$ cat src/rtl/way_fill_writer.sv
// -----------------------------------------------------------------------------
// way_fill_writer
//
// Purpose:
//   Accepts a line-fill request for one cache way (one-hot select) and one set
//   index, collects the line from the fill bus as BEATS narrow beats, then
//   issues a single one-cycle one-hot write strobe to that way's data array
//   with the assembled line. A request whose way select is not exactly one-hot
//   is consumed and flagged with a one-cycle o_err pulse.
//
// Parameters:
//   LINE_SIZE_BYTES  cache line size in bytes
//   WAYS             associativity (at least 2)
//   BEAT_BYTES       fill beat width in bytes; divides LINE_SIZE_BYTES
//   INDEX_BITS       set index width
//
// Ports:
//   i_clk, i_rst_n            clock, asynchronous active-low reset
//   i_req_valid/o_req_ready   request handshake (ready only in IDLE)
//   i_req_way, i_req_index    one-hot target way, target set
//   i_fill_valid/o_fill_ready beat handshake (ready only in COLLECT)
//   i_fill_data               beat payload, beat 0 lands in the line LSBs
//   i_abort                   cancels an in-flight fill (COLLECT only)
//   o_way_we                  one-hot write strobe, high for the WRITE cycle
//   o_way_index, o_way_data   registered write index and assembled line
//   o_done                    pulse coincident with o_way_we
//   o_err                     pulse the cycle after a rejected request
// -----------------------------------------------------------------------------
module way_fill_writer #(
    parameter int LINE_SIZE_BYTES = 64,
    parameter int WAYS            = 4,
    parameter int BEAT_BYTES      = 8,
    parameter int INDEX_BITS      = 6
) (
    input  logic                         i_clk,
    input  logic                         i_rst_n,
    input  logic                         i_req_valid,
    output logic                         o_req_ready,
    input  logic [WAYS-1:0]              i_req_way,
    input  logic [INDEX_BITS-1:0]        i_req_index,
    input  logic                         i_fill_valid,
    output logic                         o_fill_ready,
    input  logic [BEAT_BYTES*8-1:0]      i_fill_data,
    input  logic                         i_abort,
    output logic [WAYS-1:0]              o_way_we,
    output logic [INDEX_BITS-1:0]        o_way_index,
    output logic [LINE_SIZE_BYTES*8-1:0] o_way_data,
    output logic                         o_done,
    output logic                         o_err
);

    localparam int BEATS  = LINE_SIZE_BYTES / BEAT_BYTES;
    localparam int CNT_W  = (BEATS > 1) ? $clog2(BEATS) : 1;
    localparam int BEAT_W = BEAT_BYTES * 8;
    localparam int LINE_W = LINE_SIZE_BYTES * 8;

    localparam logic [CNT_W-1:0] LAST_BEAT = CNT_W'(BEATS - 1);

    typedef enum logic [1:0] {
        S_IDLE    = 2'd0,
        S_COLLECT = 2'd1,
        S_WRITE   = 2'd2
    } state_t;

    state_t                  state;
    state_t                  state_next;
    logic [CNT_W-1:0]        cnt;
    logic [WAYS-1:0]         way_q;
    logic [INDEX_BITS-1:0]   index_q;
    logic [LINE_W-1:0]       line_buf;
    logic [LINE_W-1:0]       line_next;

    logic req_onehot;
    logic req_take;
    logic req_reject;
    logic beat_take;
    logic last_beat;

    // Exactly one bit set: non-zero and clearing the lowest set bit leaves zero.
    assign req_onehot = (i_req_way != '0) &&
                        ((i_req_way & (i_req_way - WAYS'(1))) == '0);

    assign req_take   = (state == S_IDLE) && i_req_valid && req_onehot;
    assign req_reject = (state == S_IDLE) && i_req_valid && !req_onehot;

    // An abort in the same cycle as a beat discards that beat as well.
    assign beat_take  = (state == S_COLLECT) && i_fill_valid && !i_abort;
    assign last_beat  = (cnt == LAST_BEAT);

    // Line buffer with the current beat merged in at its byte offset.
    always_comb begin
        line_next = line_buf;
        line_next[cnt*BEAT_W +: BEAT_W] = i_fill_data;
    end

    // Next-state and output decode. Outputs depend on registered state only.
    always_comb begin
        // NOTE: every signal driven here gets a default first so no path
        // through the case leaves it unassigned, which would infer a latch.
        state_next   = state;
        o_req_ready  = 1'b0;
        o_fill_ready = 1'b0;
        o_way_we     = '0;
        o_done       = 1'b0;
        unique case (state)
            S_IDLE: begin
                o_req_ready = 1'b1;
                if (req_take) begin
                    state_next = S_COLLECT;
                end
            end
            S_COLLECT: begin
                o_fill_ready = 1'b1;
                if (i_abort) begin
                    state_next = S_IDLE;
                end else if (i_fill_valid && last_beat) begin
                    state_next = S_WRITE;
                end
            end
            S_WRITE: begin
                o_way_we   = way_q;
                o_done     = 1'b1;
                state_next = S_IDLE;
            end
            default: begin
                state_next = S_IDLE;
            end
        endcase
    end

    // NOTE: state registers use non-blocking assignments so every flop samples
    // values from before the edge, independent of statement order.
    always_ff @(posedge i_clk or negedge i_rst_n) begin
        if (!i_rst_n) begin
            state       <= S_IDLE;
            cnt         <= '0;
            way_q       <= '0;
            index_q     <= '0;
            o_way_index <= '0;
            o_way_data  <= '0;
            o_err       <= 1'b0;
        end else begin
            state <= state_next;
            o_err <= req_reject;
            if (req_take) begin
                way_q   <= i_req_way;
                index_q <= i_req_index;
                cnt     <= '0;
            end
            if (beat_take) begin
                cnt <= cnt + CNT_W'(1);
                // Output registers only change when a complete line is ready,
                // so they hold the last written line/index at all other times.
                if (last_beat) begin
                    o_way_data  <= line_next;
                    o_way_index <= index_q;
                end
            end
        end
    end

    // NOTE: the line buffer has no reset; every byte is overwritten by a beat
    // before it can reach o_way_data, so clearing it would only cost area.
    always_ff @(posedge i_clk) begin
        if (beat_take) begin
            line_buf <= line_next;
        end
    end

endmodule

$ cat config.mk
export PLATFORM = sky130hd
export DESIGN_NAME = way_fill_writer
export DESIGN_NICKNAME = d
export VERILOG_FILES = /design/src/rtl/way_fill_writer.sv
export SDC_FILE = /design/constraint.sdc
export NUM_CORES = 1
export LEC_CHECK = 0
export BUFFER_PORTS_ARGS = -buffer_cell sky130_fd_sc_hd__buf_2
export CAP_MARGIN = 0
export CORE_MARGIN = 2
export CORE_UTILIZATION = 30
export DETAILED_ROUTE_END_ITERATION = 12
export HOLD_SLACK_MARGIN = 0.08
export PLACE_DENSITY = 0.49
export SLEW_MARGIN = 0
export SYNTH_ARGS = -nofsm -noshare
export SYNTH_HDL_FRONTEND = slang
export SYNTH_SLANG_ARGS = --single-unit
$ cat constraint.sdc
create_clock -name i_clk -period 15.55 [get_ports i_clk]
set_input_delay 1.555 -clock i_clk [delete_from_list [all_inputs] [get_ports i_clk]]
set_output_delay 1.555 -clock i_clk [all_outputs]
set_load 0.01 [all_outputs]
==> results of run 1 <==
## critical path, cell delays in order (launching register included)
cell	delay (ps)
dfrtp_1	750
ha_1	250
ha_1	260
nand3_4	590
inv_8	760
buf_4	830
buf_4	860
mux2_2	420
## power groups by stage
stage / clock network [mW] / logic [mW] / registers, mW
after floorplan: 0 / 0.566 / 3.16
after global placement: 0 / 0.883 / 3.14
after detailed placement: 0 / 0.885 / 3.14
after CTS: 2.86 / 0.890 / 3.08
after global routing: 2.97 / 0.936 / 3.09
final: 2.78 / 0.865 / 3.08
## kinds of logic (layout without fill, tap and decap cells)
logic type,Yosys count,count (layout)
AO/OA/AOI/OAI,391,391
XOR/XNOR,1,1
adder cells (fa/ha/maj),7,7
buffers and inverters,322,1019
flip-flops,1046,1046
multiplexers,650,650
other,0,2
AND/OR/NAND/NOR,290,290
## path summary, 6_finish.rpt
path	start	endpoint	slack (ps)
max in group asynchronous	i_rst_n	o_way_data[482]	11710
hold / removal	index_q[0]	o_way_index[0]	460
hold reg to reg	index_q[0]	o_way_index[0]	460
setup / recovery	cnt[0]	o_way_data[217]	10370
setup reg to reg	cnt[0]	o_way_data[217]	10370
min in group asynchronous	i_rst_n	o_way_data[321]	790
## layout by cell type (no fill, tap or decap), types with 58 or more instances in the layout
cell,netlist,layout
a22o_1,228,228
o21ai_1,99,99
mux2_4,120,120
o21ai_0,58,58
nand2_1,179,179
inv_1,160,159
clkbuf_16,0,116
dfrtp_1,534,534
buf_2,64,603
mux2_2,374,374
edfxtp_1,512,512
and2_1,82,82
mux2i_1,156,156
## sequential cells by signal, summed over array words and instances, names as in the netlist
signal / count
line_buf: 512
o_way_data: 512
index_q: 6
o_way_index: 6
way_q: 4
cnt: 3
state: 2
o_err: 1
## routing by layer
layer | up-vias | wire (µm)
li1 | 11117 | -
met4 | 0 | 3300
met2 | 573 | 59200
met1 | 12811 | 55300
met5 | - | 0
met3 | 163 | 8800
## final cells by class
cell class	instances	share of cell area
inverter	162	0.0122
tap	1876	0.0460
clock buffer	175	0.0656
antenna	2	0.0000982
clock inverter	42	0.0102
sequential	1046	0.564
multi-input combinational	1339	0.236
timing repair buffer	640	0.0658
==> results.cfg, run 1 <==
[yosys]
synth_warnings = 0
synth.area.mux_share = 0.179
synth_xor_area_frac = 0.000207
synthTopCellsByCount = dfrtp_1, edfxtp_1, mux2_2, a22o_1, nand2_1
synth.ff_latch_count = 1046
synthTopCellsByArea = edfxtp_1, dfrtp_1, mux2_2
synth_area_leader_cell = edfxtp_1
synthCells = 2707
syn_nets = 2793
netlist.area_leader.share = 0.364
synth_compound_area_frac = 0.0671
yosys.cell_count.top_type = dfrtp_1
synthArstFlopShare = 0.511
synth_top_family_by_area = multiplexers
yosys.area_share.simple = 0.0351
synth_adder_area_share = 0.00207
avgSynthCellArea_um2 = 15.6
syn_area_mm2 = 0.0423
synth_edf_count = 512
synth_cell_types = 37
ys.flop_type = dfrtp_1
ys_seq_area_frac = 0.680

[floorplan]
fp.dieH_um = 379
start_util = 0.303
die_w_um = 379
ios = 605
rows = 137
dieArea_mm2 = 0.144
coreArea_mm2 = 0.140

[finish]
syn2layout_area_growth_pct = 20.6
regArea_mm2 = 0.0287
stdcell_area_mm2 = 0.0510
finish.utilization = 0.365
fillers = 13632
stdcell_count = 5282
nets = 3390
multiInputGateArea_mm2 = 0.0121
drive_gt1_frac = 0.390

[grt]
grt_pass1_vias = 25117
grt.total_usage = 0.172
grt-ovfl-total = 0
busiest_layer = met2
met1_usage = 0.226
grt_max_degree = 174
grt_first_pass_wirelength_um = 181000
met2_usage = 0.274
antenna_found_initial = 6
grt_use_met3 = 0.0526

[sta]
setup-violations-final = 0
grt_setup_unrepaired = false
slew_violations = 0
finalClockSkew_ps = 38.1
finalWorstPathRequiredPeriod_ps = 5180
fin_ws_ps = 10370
final.setup.tns_ps = 0
tightestPinTransition_ps = 1110
finalCritPeriodShare = 0.333
clock.fmax_ghz = 0.193
relSlewSlack = 0.258
hold_ws_ps = 464
hold_viol_final = 0

[place]
placed_cells = 5063
gp_congestion = 0.729
dp_slack_ps = 9570
dpl.hpwl_um = 79800
placed_area_mm2 = 0.0471
port_buffers = 604

[route]
drt_wl_total_um = 127000
viasPerCell = 4.67
drt_iter0_drc = 1458
drc = 0
vias = 24664
ant_nets = 0
wl_per_cell_um = 24.0
drtPass1Iterations = 5

[power_and_ir_drop]
intPower_mw = 4.99
pwr-share-clk = 0.413
power.density_mw_per_mm2 = 132
net-switching-power_mw = 1.74
power_mw = 6.73
power_frac_seq = 0.458
p_sw_frac = 0.258
p_leak_nw = 23.7
p_comb_frac = 0.128
irDropWorstVdd_v = 0.0000973

[critical_path]
crit_required_ps = 16180
crit_fanout = 90
path_class = flop to flop
crit_path_end_kind = flop
critPathLaunchType = flop
cp.arrival_ps = 5810
ff2ff_path_depth = 7

[clocking]
tritoncts = yes
hold_buffers = 0
root_buffer = clkbuf_16
cts.sinks = 1046
cts_resized = 0
clock_path_buffers = 3
clkLatencyLatePin_ps = 760
cts_made_buffers = 115
path_clk_slew_ps = 60
ctsHtreeMaxLevel = 3
cts_setup_buffers = 0

[min_path]
hp-class = flop to flop
hold_depth = 2

[status]
status = completed

[flow_run]
cap_viol_max_count = 0
Note: power is estimated with default switching activity, not from simulation.
==> run 2, diff against run 1 <==
ABC_AREA = 1   (was not set)
PLACE_DENSITY = 0.5   (was 0.49)
clock period = 4.4 ns   (was 15.55 ns; I/O delays follow)
==> run 2 against run 1 <==
  * Clock power increased to 3.7 times the previous value
  * First-iteration DRC count increased by 130%
  * Wire length increased by 38%
  * Worst setup slack got worse by 9500 ps
  * Hold slack got worse by 270 ps
  * Combinational power increased to 4.6 times the previous value
  * Register-to-register slack got worse by 9500 ps
  * Flip-flop and latch count unchanged
  * Critical path depth unchanged
  * Via count increased by 53%
  * Largest power group unchanged
==> results.cfg, run 2 <==
[status]
status = completed

[clocking]
cts_made_buffers = 120
clock_path_buffers = 3
path_clk_slew_ps = 60
cts_setup_buffers = 0
cts.sinks = 1046
clkLatencyLatePin_ps = 790
cts_resized = 0
hold_buffers = 15
ctsHtreeMaxLevel = 3
tritoncts = yes
root_buffer = clkbuf_16

[flow_run]
cap_viol_max_count = 0

[yosys]
avgSynthCellArea_um2 = 9.00
syn_nets = 5408
synth_area_leader_cell = edfxtp_1
synth_edf_count = 512
synthCells = 5322
synth_cell_types = 21
synthTopCellsByArea = edfxtp_1, dfrtp_1, nand2_1
syn_area_mm2 = 0.0479
synth.ff_latch_count = 1046
synthTopCellsByCount = nand2_1, nand3_1, inv_1, dfrtp_1
yosys.cell_count.top_type = nand2_1
synth_warnings = 0
ys.flop_type = dfrtp_1
ys_seq_area_frac = 0.600
netlist.area_leader.share = 0.321
synthArstFlopShare = 0.511

[critical_path]
cp_num_buf_inv = 2
crit_path_end_kind = flop
slowest_delay_ps = 870
crit_family = buffers and inverters
cp.depth = 7
slowest_stage = buf_4
critPathLaunchType = flop
crit_fanout = 64
ff2ff_path_depth = 7
path_cells = inv_2 > ha_4 > ha_1 > nor3b_2 > buf_4 > nand3b_1 > and2_1
crit_required_ps = 4900
path_class = flop to flop
cp.arrival_ps = 4020

[place]
port_buffers = 604
dpl.hpwl_um = 111000
gp_congestion = 0.797

[sta]
finalWorstPathRequiredPeriod_ps = 3510
final.setup.tns_ps = 0
setup-violations-final = 0
relSlewSlack = 0.257
tightestPinTransition_ps = 1110
grt_setup_unrepaired = false
clock.fmax_ghz = 0.285
hold_ws_ps = 194
hold_viol_final = 0
finalCritPeriodShare = 0.799
finalClockSkew_ps = 52.2
slew_violations = 0

[power_and_ir_drop]
power_mw = 25.1
p_sw_frac = 0.297
pwr-share-clk = 0.415
irDropWorstVdd_v = 0.000602
net-switching-power_mw = 7.46
p_comb_frac = 0.157
power_frac_seq = 0.428
intPower_mw = 17.6
power.density_mw_per_mm2 = 438
p_leak_nw = 28.9

[grt]
grt_max_degree = 150
grt_first_pass_wirelength_um = 256000
grt.total_usage = 0.212
antenna_found_initial = 21
grt-ovfl-total = 0
grt_pass1_vias = 36830

[floorplan]
dieArea_mm2 = 0.163
coreArea_mm2 = 0.159
ios = 605
fp.dieH_um = 404
rows = 146
start_util = 0.302
die_w_um = 404

[route]
ant_nets = 0
viasPerCell = 4.71
drt_wl_total_um = 175000
drc = 0
vias = 37751
drtPass1Iterations = 6
drt_iter0_drc = 3318
wl_per_cell_um = 21.8

[finish]
reg_top3 = line_buf (512), o_way_data (512)
fillers = 16332
finish.utilization = 0.361
drive_gt1_frac = 0.151
nets = 5918
mostFrequentLayoutCells = nand2_1, nand3_1, buf_2
syn2layout_area_growth_pct = 19.5
layout_commonest_cell = nand2_1

[min_path]
hp-class = input pin to flop
hold_depth = 5
[run 2: cell types whose count changed after synthesis, sizes merged, moves of 5 or more]
cell / change
mux2i: -156
clkbuf: +40
nand3b: +63
mux2: -494
nor2: +9
nor4b: -5
and2: +430
o21ai: -148
a22o: -228
buf: +99
nand2: +1737
nand3: +894
inv: +388
[run 2: cells by family (layout without fill, tap and decap cells)]
| group | after synthesis | after routing | synth area share |
|---|---|---|---|
| AO/OA/AOI/OAI | 11 | 11 | 0.00120 |
| adder cells (fa/ha/maj) | 7 | 7 | 0.00183 |
| buffers and inverters | 849 | 1465 | 0.0745 |
| flip-flops | 1046 | 1046 | 0.600 |
| other | 0 | 5 | 0 |
| AND/OR/NAND/NOR | 3409 | 3409 | 0.323 |
[run 2: metal layers]
| layer | vias to the layer above | part of all wire | GRT usage |
|---|---|---|---|
| met5 | - | 0 | 0 |
| met4 | 0 | 0.020 | 0.0504 |
| met3 | 187 | 0.073 | 0.0446 |
| met2 | 1178 | 0.44 | 0.320 |
| met1 | 18460 | 0.47 | 0.309 |
| li1 | 17926 | - | - |
[run 2: metrics by stage]
stage          cells  area, µm²  setup slack (ps)
6_report        8015      57300               885
5_1_grt         8011      57300               667
4_1_cts         8010      57300               887
3_5_place_dp    7767      53000               938
3_3_place_gp    7767      53000              1030
2_1_floorplan   5322      47900             -4290
[run 2: worst paths after layout]
check                                 from         endpoint  slack, ps
max                                 cnt[0]     line_buf[19]        890
min                        i_fill_data[61]  o_way_data[189]        190
max reg2reg                         cnt[0]     line_buf[19]        890
min reg2reg                o_way_data[398]  o_way_data[398]        470
max in group asynchronous          i_rst_n  o_way_data[209]       2930
min in group asynchronous          i_rst_n  o_way_data[178]        300
[run 2: power by group through the flow]
stage          Clock (mW)  Combinational [mW]  Sequential, mW
2_1_floorplan           0                2.35            10.9
3_3_place_gp            0                3.90            10.9
3_5_place_dp            0                3.96            10.9
4_1_cts              10.7                3.98            10.7
5_1_grt              11.0                4.31            10.7
6_report             10.4                3.94            10.7
[run 2: final cells by class]
cell class / count / area (µm²) / area share
flip-flops and latches: 1046 / 28700 / 0.502
multi-input cells: 3427 / 15700 / 0.275
repair buffers: 687 / 4010 / 0.0700
clock buffers: 183 / 3620 / 0.0633
well taps: 2072 / 2590 / 0.0453
inverters: 550 / 2080 / 0.0364
clock inverters: 45 / 474 / 0.00828
diodes: 5 / 12.5 / 0.000218
[run 2: worst reg2reg max path, delay by kind of cell, from the launching register on]
kind / cells / cell delay (ps)
buffers and inverters: 2 / 1080
AND/OR/NAND/NOR: 3 / 790
flip-flops: 1 / 730
adder cells (fa/ha/maj): 2 / 640
